### src/rtl/ser_pkg.sv
// Shared types and constants for the serial frame demultiplexer.
// State encodings follow the order the fields arrive on the wire.
package ser_pkg;

    localparam int DEF_NCH   = 4;
    localparam int DEF_LEN_W = 4;

    // Field order on the wire: start bit, address, length, payload
    localparam int FLD_START = 0;
    localparam int FLD_ADDR  = 1;
    localparam int FLD_LEN   = 2;
    localparam int FLD_DATA  = 3;

    localparam logic START_BIT = 1'b0;

    typedef enum logic [1:0] {
        IDLE = 2'(FLD_START),
        ADDR = 2'(FLD_ADDR),
        LEN  = 2'(FLD_LEN),
        DATA = 2'(FLD_DATA)
    } ser_state_t;

endpackage

### src/rtl/ser_bit_counter.sv
// Loadable, clearable down-counter shared by the address, length and payload phases.
// It holds at zero instead of wrapping, so a full-scale length never rolls over.
module ser_bit_counter #(
    parameter int W = 4
) (
    input  logic         clock,
    input  logic         reset,
    input  logic         clr,
    input  logic         load,
    input  logic         en,
    input  logic [W-1:0] load_val,
    output logic         tc
);

    logic [W-1:0] count;

    always_ff @(posedge clock) begin
        if (reset || clr)
            count <= '0;
        else if (load)
            count <= load_val;
        else if (en && (count != '0))
            count <= count - 1'b1;
    end

    assign tc = (count == '0);

endmodule

### src/rtl/ser_frame_demux.sv
// Serial frame receiver: start bit, MSB-first address and length, then payload
// steered onto one of NCH registered serial outputs.
module ser_frame_demux
    import ser_pkg::*;
#(
    parameter  int NCH   = DEF_NCH,
    parameter  int LEN_W = DEF_LEN_W,
    localparam int CH_W  = $clog2(NCH)
) (
    input  logic            clock,
    input  logic            reset,
    input  logic            serin,
    output logic [NCH-1:0]  sout,
    output logic [NCH-1:0]  sout_valid,
    output logic [CH_W-1:0] cur_ch,
    output logic            busy,
    output logic            done,
    output logic            addr_err
);

    localparam logic [CH_W:0]    NCH_V     = (CH_W + 1)'(NCH);
    localparam logic [LEN_W-1:0] ADDR_LAST = LEN_W'(CH_W - 1);
    localparam logic [LEN_W-1:0] LEN_LAST  = LEN_W'(LEN_W - 1);

    ser_state_t       state, state_nxt;
    logic [CH_W-1:0]  addr_sr, addr_new;
    logic [LEN_W-1:0] len_sr, len_new;
    logic             start, in_range;
    logic [NCH-1:0]   vld_hit;

    logic             cnt_clr, cnt_load, cnt_en, cnt_tc;
    logic [LEN_W-1:0] cnt_val;

    logic [NCH-1:0]   sout_d, vld_d;
    logic [CH_W-1:0]  ch_d;
    logic             done_d, err_d;

    assign start    = (serin == START_BIT);
    // Value the shift register will hold once the current bit is in
    assign addr_new = CH_W'({addr_sr, serin});
    assign len_new  = LEN_W'({len_sr, serin});
    assign in_range = ({1'b0, cur_ch} < NCH_V);
    assign vld_hit  = in_range ? (NCH'(1) << cur_ch) : '0;
    assign busy     = (state != IDLE);

    ser_bit_counter #(.W(LEN_W)) u_cnt (
        .clock    (clock),
        .reset    (reset),
        .clr      (cnt_clr),
        .load     (cnt_load),
        .en       (cnt_en),
        .load_val (cnt_val),
        .tc       (cnt_tc)
    );

    always_ff @(posedge clock) begin
        if (reset)
            state <= IDLE;
        else
            state <= state_nxt;
    end

    always_comb begin
        state_nxt = state;
        cnt_clr   = 1'b0;
        cnt_load  = 1'b0;
        cnt_en    = 1'b1;
        cnt_val   = ADDR_LAST;
        case (state)
            IDLE: begin
                cnt_clr = !start;
                if (start) begin
                    state_nxt = ADDR;
                    cnt_load  = 1'b1;
                end
            end
            ADDR: if (cnt_tc) begin
                state_nxt = LEN;
                cnt_load  = 1'b1;
                cnt_val   = LEN_LAST;
            end
            LEN: if (cnt_tc) begin
                if (len_new == '0) begin
                    state_nxt = IDLE;
                end else begin
                    state_nxt = DATA;
                    cnt_load  = 1'b1;
                    cnt_val   = len_new - 1'b1;
                end
            end
            DATA: if (cnt_tc) state_nxt = IDLE;
            default: state_nxt = IDLE;
        endcase
    end

    // Next values of the registered outputs; an empty frame ends straight from LEN
    always_comb begin
        sout_d = '0;
        vld_d  = '0;
        ch_d   = cur_ch;
        done_d = 1'b0;
        err_d  = 1'b0;
        case (state)
            ADDR: if (cnt_tc) ch_d = addr_new;
            LEN: if (cnt_tc && (len_new == '0)) begin
                done_d = 1'b1;
                err_d  = !in_range;
            end
            DATA: begin
                vld_d  = vld_hit;
                sout_d = serin ? vld_hit : '0;
                if (cnt_tc) begin
                    done_d = 1'b1;
                    err_d  = !in_range;
                end
            end
            default: ;
        endcase
    end

    always_ff @(posedge clock) begin
        if (reset) begin
            addr_sr    <= '0;
            len_sr     <= '0;
            sout       <= '0;
            sout_valid <= '0;
            cur_ch     <= '0;
            done       <= 1'b0;
            addr_err   <= 1'b0;
        end else begin
            sout       <= sout_d;
            sout_valid <= vld_d;
            cur_ch     <= ch_d;
            done       <= done_d;
            addr_err   <= err_d;
            if (state == IDLE) begin
                addr_sr <= '0;
                len_sr  <= '0;
            end else if (state == ADDR) begin
                addr_sr <= addr_new;
            end else if (state == LEN) begin
                len_sr  <= len_new;
            end
        end
    end

endmodule
### config.mk
export PLATFORM = sky130hd
export DESIGN_NAME = ser_frame_demux
export DESIGN_NICKNAME = d
export VERILOG_FILES = /design/src/rtl/ser_pkg.sv /design/src/rtl/ser_bit_counter.sv /design/src/rtl/ser_frame_demux.sv
export SDC_FILE = /design/constraint.sdc
export NUM_CORES = 1
export LEC_CHECK = 0
export ABC_CLOCK_PERIOD_IN_PS = 3130
export CORE_MARGIN = 8
export CORE_UTILIZATION = 52
export CTS_CLUSTER_DIAMETER = 100
export DETAILED_ROUTE_END_ITERATION = 10
export GPL_TIMING_DRIVEN = 1
export HOLD_SLACK_MARGIN = 0.08
export PLACE_DENSITY = 0.77
export SYNTH_ARGS = -nofsm -noshare
export SYNTH_HDL_FRONTEND = slang
export SYNTH_SLANG_ARGS = --single-unit
### constraint.sdc
create_clock -name clock -period 3.13 [get_ports clock]
set_clock_uncertainty 0.2 [all_clocks]
set_input_delay 0.626 -clock clock [delete_from_list [all_inputs] [get_ports clock]]
set_output_delay 0.626 -clock clock [all_outputs]
set_load 0.01 [all_outputs]
# Word-level counts from Yosys, hierarchy flattened
# Index checks and enable logic that the tools add are counted.
# word_totals
input_bits,3
latchBits,0
romBits,0
out_inout_bits,13
word_cells,55
register_bits,21
memories,0
mem_bits_rw,0
# classes
n_div,0
n_eq_ne,7
magnitude_cmp,0
n_reduce_logical,14
n_mux,20
mul,0
n_bitwise,3
addsub,2
shifts,1
# ops
cell,count
$mux 4,4
$mux 2,6
$logic_not 4->1,2
$ne 2x2->1 const B,4
$pmux 2 s4,1
$pmux 4 s2,1
$sub 4x1->4 const B,2
$mux 1,6
$eq 2x2->1 const B,2
$reduce_and 2->1,2
$reduce_and 4->1,1
$reduce_bool 2->1,2
$reduce_bool 4->1,1
$reduce_or 2->1,2
$shl 1x2->4 const A,1
$not 1->1,3
$pmux 1 s3,1
$reduce_or 3->1,1
$eq 2x1->1 const B,1
$logic_not 2->1,1
$pmux 1 s2,1
$logic_and 1x1->1,1
$logic_or 1x1->1,1

# Depth between registers and ports, before layout
# Gate-level depths: netlist (run 1).
# depth
ltp_word,5
ltp_mapped,7

# Hierarchy
# From an unflattened synthesis (run 1), not the netlist that was laid out.
# unflattened
cells_unflattened,123
hier_area_um2,1102.3
# by_module_without_submodules
module,cells_each,n_inst,seq_area_each_um2,area_per_inst_um2
ser_frame_demux,92,1,340.3,843.3
ser_bit_counter,31,1,80.1,259.0

# Least setup slack after synthesis (run 1)
# Ideal clock, no wire load.
# synth_timing
kind,input to register
startpoint,input port serin
endpoint,register u_cnt.count[1]
path_buffers,1
t_required_ns,2.809
stages,7
arrival_ns,2.278
path_slack_ns,0.530
setup_time_ns,0.121
path_cell_list,clkbuf_1 > inv_1 > ha_1 > or3b_1 > a211oi_1 > or2_2 > mux2_4
# synth_between
elab_chain_len,5
# synth_lines
element,line,rtl
start: declaration,ser_frame_demux.sv:12,"input logic serin,"
$sub 4x1->4 or $logic_not 4->1 (tied branches),"ser_frame_demux.sv:88, ser_frame_demux.sv:83",
$mux 4 or $mux 1 (tied branches),ser_frame_demux.sv:83,if (len_new == '0) begin
$mux 4 or $mux 1 (tied branches),ser_frame_demux.sv:82,LEN: if (cnt_tc) begin
$pmux 4 s2 or $pmux 1 s3 (tied branches),ser_frame_demux.sv:69,case (state)
$mux 4 or $reduce_bool 2->1 (tied branches),n/a,
end signal: assignment,ser_bit_counter.sv:21,count <= load_val;
end signal: assignment,ser_bit_counter.sv:23,count <= count - 1'b1;
end: declaration,ser_bit_counter.sv:15,logic [W-1:0] count;
# Several ways; a longest one is shown, not always the timed one.
# A chain may end at the register's enable or synchronous reset.

# Worst setup path after layout (run 1)
# layout_timing
startpoint,input port serin
endpoint,register u_cnt.count[2]
# Same word-level chain as after synthesis.

==> flow_metrics.py, run 1 <==
metrics = {
    "route": {
        "dr.pass1.iters": 4,
        "via_per_inst": 5.26,
        "vias": 820,
        "wirelength_um": 1990,
        "drtIter0Drc": 26,
        "wl_per_cell_um": 12.8,
        "drc": 0,
        "route.antenna.remaining_nets": 0,
    },
    "floorplanning": {
        "top_level_ports": 16,
        "coreArea_mm2": 0.00192,
        "die_w_um": 60.8,
        "start_util_pct": 54.3,
        "die_area_mm2": 0.00370,
        "rows": 16,
        "chipHeight_um": 60.8,
    },
    "clock_tree": {
        "cts.sinks": 21,
        "cts-root-buf": "clkbuf_4",
        "htreeDepth": 1,
        "cts_setup_buffers": 0,
        "clock_latency_ps": 290,
        "tritoncts": "built",
        "cts_buffers": 3,
        "clock_path_buffers": 2,
        "cts_resized": 0,
        "clkSlewWorstSetupHoldPaths_ps": 110,
        "hold_buffers": 0,
    },
    "worst_setup_path": {
        "crit_buf_inv": 3,
        "arrival_ps": 2610,
        "path_cells": "clkdlybuf4s50_1, inv_1, ha_1, or3b_1, a211oi_1, buf_4, o21ai_0, a221oi_2",
        "reg2reg_slack_ps": 830,
        "crit_fanout": 5,
        "cp-end-kind": "register",
        "crit_required_ps": 3140,
        "path_class": "primary input to register",
        "critPathMaxStageDelay_ps": 430,
        "slowest_stage": "clkdlybuf4s50_1",
        "crit_family": "buffers and inverters",
        "crit_path_start_kind": "primary input",
    },
    "global_routing": {
        "grt.overflow.total": 0,
        "grt_max_degree": 13,
        "grt_pass1_wl_um": 3370,
        "track_usage_pct": 11.5,
        "antenna_found_initial": 0,
        "grt_pass1_vias": 786,
    },
    "sta": {
        "tns_ps": 0,
        "drv_slew": 0,
        "setup_viol": 0,
        "max_freq_ghz": 0.385,
        "fin_crit_sh_pct": 83.0,
        "rsz0062_at_grt": "false",
        "final-hold-violation-count": 0,
        "min_period_ps": 2600,
        "hold_ws_ps": 276,
    },
    "synthesis": {
        "synth-xor-area-share_pct": 3.36,
        "ys_warn_count": 0,
        "synthTopCellsByArea": "dfxtp_1 40%, ha_1 9.6%, nor3_1 4.3%, nor2_1 4.3%, mux2i_1 3.8%",
        "ys_ff_latch": 21,
        "seq_area_frac_synth_pct": 40.3,
        "synth_top_family_by_area": "simple AND/OR/NAND/NOR gates",
        "yosys-top-cells-count": "21 x dfxtp_1, 12 x nor2_1, 9 x inv_1, 9 x nor3_1, 8 x ha_1",
        "syn_nets": 126,
        "post-synth-top-count-cell": "dfxtp_1",
        "synth_top_cell_by_area": "dfxtp_1",
        "synth-main-ff-cell": "dfxtp_1",
        "avgSynthCellArea_um2": 9.07,
        "syn_area_mm2": 0.00104,
        "synthCells": 115,
        "postSynth.asyncResetShare_pct": 0,
        "synth_edf_count": 0,
        "synth_fa_ha_area_share_pct": 9.59,
        "yosys.area_share.simple_pct": 21.5,
        "synth_compound_gate_area_share_pct": 12.8,
        "ys_types": 35,
        "synth_top_area_share_pct": 40.3,
        "muxShareOfSynthArea_pct": 6.35,
    },
    "placed_design": {
        "portBuffers": 14,
        "gp_congestion": 0.805,
        "dp.cells": 152,
        "dp_hpwl_um": 1550,
    },
    "pwr": {
        "peakVddDrop_mv": 0.633,
        "p_leak_nw": 0.465,
        "powerDensity_mw_per_mm2": 867,
    },
    "layout": {
        "finalNetCount": 141,
        "utilization_pct": 64.2,
        "diodes": 0,
        "area_delta_synth_final_pct": 18.2,
        "final_cells": 156,
        "layout-drive-gt1-share_pct": 11.6,
    },
    "job": {
        "maxCapViolCount": 0,
    },
    "worst_hold_path": {
        "worstHoldPathType": "register to register",
    },
    "outcome": {
        "status": "complete, no violations",
    },
}
-- flip-flops by register name, summed over array words and instances (netlist names) --
name / cells
state: 2
done: 1
sout_valid: 4
sout: 4
cur_ch: 2
len_sr: 3
u_cnt.count: 4
addr_sr: 1
-- path summary, 6_finish.rpt --
| check | endpoint | start | cells after the start |
|---|---|---|---|
| max | u_cnt.count[2] | serin | 8 |
| min | cur_ch[1] | addr_sr[0] | 2 |
| max reg2reg | u_cnt.count[1] | u_cnt.count[0] | 6 |
| min reg2reg | cur_ch[1] | addr_sr[0] | 2 |
-- report_power, final --
group	switching, mW	internal [mW]
combinational	0.319	0.271
clock	0.0773	0.0475
sequential	0.0438	0.311
-- worst min-delay path, cell delays in order (launching register included) --
cell and delay, ps:
dfxtp_1 330, nand3_1 60, a21oi_1 50
-- stage by stage --
stage / instance area, um2 / total power [mW] / setup WS, ps
6_report: 1230 / 1.07 / 534
5_1_grt: 1230 / 1.16 / 438
4_1_cts: 1230 / 1.08 / 539
3_3_place_gp: 1210 / 0.937 / 305
3_5_place_dp: 1210 / 0.947 / 257
2_1_floorplan: 1040 / 0.806 / 530
-- layer usage --
metal	share of wire, %	up-vias	global-route usage [%]
li1	-	425	-
met1	46	366	13.2
met4	0	0	1.99
met2	46	29	20.8
met3	8.5	0	2.97
met5	0	-	0
-- area by class of cell --
class | count | area, um2
inverter | 9 | 33.8
fill | 182 | 688
multi-input combinational | 79 | 563
sequential | 21 | 420
clock buffer | 3 | 22.5
timing repair buffer | 16 | 155
tap | 27 | 33.8
clock inverter | 1 | 5.00
-- cells in the final DEF, fill, tap and decap left out, types with 3 or more instances in the layout --
cell type        instances
xnor2_1                  3
a211oi_1                 4
clkbuf_4                 3
mux2i_1                  4
inv_1                    9
ha_1                     8
clkdlybuf4s50_1         14
dfxtp_1                 21
nor2_1                  12
nand2_1                  6
nor3_1                   9
nand3_1                  3
a21oi_1                  5
-- cell families (layout without fill, tap and decap cells) --
group	Yosys count	after routing
AO/OA/AOI/OAI	19	19
XOR/XNOR	4	4
multiplexers	6	6
other	1	1
buffers and inverters	15	29
AND/OR/NAND/NOR	41	41
adder cells (fa/ha/maj)	8	8
flip-flops	21	21
No activity file was read; power rests on OpenSTA's default activity.
==> run 2, diff against run 1 <==
- ABC_CLOCK_PERIOD_IN_PS: 3130 -> 2300
- CORE_UTILIZATION: 52 -> 47
- PLACE_DENSITY: 0.77 -> 0.74
- clock period: 3.13 -> 2.3 ns (I/O delays scaled with it)
==> run 2 against run 1 <==
Core utilization decreased by 2.2 points. Largest cell class unchanged. Count of clock-buffer cells in the layout increased by 1. Final cell count increased by 7.1%.
==> flow_metrics.py, run 2 (same netlist as run 1, synthesis figures left out) <==
metrics = {
    "worst_setup_path": {
        "arrival_ps": 2270,
        "cp-end-kind": "register",
        "crit_path_start_kind": "primary input",
        "crit_buf_inv": 2,
        "slowest_stage": "clkdlybuf4s50_1",
        "crit_fanout": 4,
        "crit_family": "simple AND/OR/NAND/NOR gates",
        "path_class": "primary input to register",
        "path_cells": "clkdlybuf4s50_1, inv_1, ha_1, or3b_4, a211oi_4, or2_2, mux2_4",
        "crit_required_ps": 2300,
        "r2r_cells": 7,
        "critPathMaxStageDelay_ps": 420,
        "crit_cells": 7,
    },
    "clock_tree": {
        "htreeDepth": 1,
        "tritoncts": "built",
        "clock_path_buffers": 2,
        "hold_buffers": 0,
        "cts.sinks": 21,
        "cts-root-buf": "clkbuf_4",
        "clock_latency_ps": 290,
        "cts_setup_buffers": 0,
        "cts_buffers": 3,
        "clkSlewWorstSetupHoldPaths_ps": 110,
    },
    "global_routing": {
        "grt_max_degree": 12,
        "grt_pass1_vias": 855,
        "antenna_found_initial": 0,
        "grt_pass1_wl_um": 3770,
        "track_usage_pct": 11.4,
        "grt.overflow.total": 0,
    },
    "route": {
        "route.antenna.remaining_nets": 0,
        "drtIter0Drc": 40,
        "wirelength_um": 2340,
        "drc": 0,
        "vias": 873,
        "via_per_inst": 5.23,
        "dr.pass1.iters": 4,
        "wl_per_cell_um": 14.0,
    },
    "worst_hold_path": {
        "whs_path_depth": 2,
        "worstHoldPathType": "register to register",
    },
    "layout": {
        "diodes": 0,
        "mostFrequentLayoutCell": "dfxtp_1",
        "finalNetCount": 151,
        "largestRegisters": "sout: 4 flops, sout_valid: 4 flops, u_cnt.count: 4 flops",
        "layout-drive-gt1-share_pct": 21.6,
        "layout_common_cells": "19 x dfxtp_1, 14 x clkdlybuf4s50_1, 12 x nor2_1, 12 x buf_4",
        "utilization_pct": 62.0,
        "area_delta_synth_final_pct": 27.6,
    },
    "sta": {
        "min_period_ps": 2270,
        "fin_crit_sh_pct": 98.9,
        "max_freq_ghz": 0.440,
        "final-hold-violation-count": 0,
        "rsz0062_at_grt": "false",
        "setup_viol": 0,
        "drv_slew": 0,
    },
    "placed_design": {
        "dp_hpwl_um": 1770,
        "gp_congestion": 0.787,
        "portBuffers": 14,
    },
    "floorplanning": {
        "chipHeight_um": 63.1,
        "start_util_pct": 48.6,
        "die_w_um": 63.1,
        "rows": 17,
        "top_level_ports": 16,
        "coreArea_mm2": 0.00215,
        "die_area_mm2": 0.00398,
    },
    "pwr": {
        "p_leak_nw": 0.513,
        "total_power_mw": 1.66,
        "peakVddDrop_mv": 0.791,
        "powerDensity_mw_per_mm2": 1250,
    },
    "job": {
        "maxCapViolCount": 0,
    },
    "outcome": {
        "status": "complete, no violations",
    },
}
run 2: cell types whose count changed in the layout (fill, tap and decap cells not counted), sizes merged:
cell / before / now
clkbuf: 3 / 4
clkinv: 1 / 0
buf: 2 / 12
run 2: per-layer routing:
layer,wire length [um],GRT usage [%]
met1,1050,12.9
met2,1210,20.0
met3,73,3.89
met4,12,2.56
met5,0,0
run 2: worst paths after layout:
path,from,endpoint,slack (ps)
setup reg to reg,u_cnt.count[0],u_cnt.count[2],170
setup / recovery,serin,u_cnt.count[1],30
hold / removal,addr_sr[0],cur_ch[1],270
hold reg to reg,addr_sr[0],cur_ch[1],270
run 2: through the flow:
stage                     instance area [um2]  setup slack, ps  hold WS [ps]  instances  setup TNS (ps)
after detailed placement                 1290             -298           259        163           -1010
after floorplan                          1050             13.0           243        115               0
after CTS                                1320             6.53           275        167               0
after global routing                     1330            0.797           313        167               0
final                                    1330             25.6           269        167               0
after global placement                   1290             -240           258        163            -761
run 2: cell type report:
class / count / area [um2]
Fill cell: 180 / 817
Multi-Input combinational cell: 79 / 583
Sequential cell: 21 / 423
Timing Repair Buffer: 26 / 230
Tap cell: 28 / 35.0
Inverter: 9 / 33.8
Clock buffer: 4 / 26.3
run 2: timing repair:
item | 4_1_cts | 5_1_grt
setup endpoints to repair | 1 | 2
gates resized for setup | 2 | 5
pin swaps | 0 | 3
run 2: where the power goes:
| part | internal, mW | switching [mW] |
|---|---|---|
| combinational | 0.504 | 0.500 |
| sequential | 0.426 | 0.0615 |
| clock | 0.0675 | 0.100 |
run 2: tightest hold or removal path, cell delays in order (launching register included):
cell and delay (ps):
dfxtp_1 320, nand3_1 60, a21oi_1 50
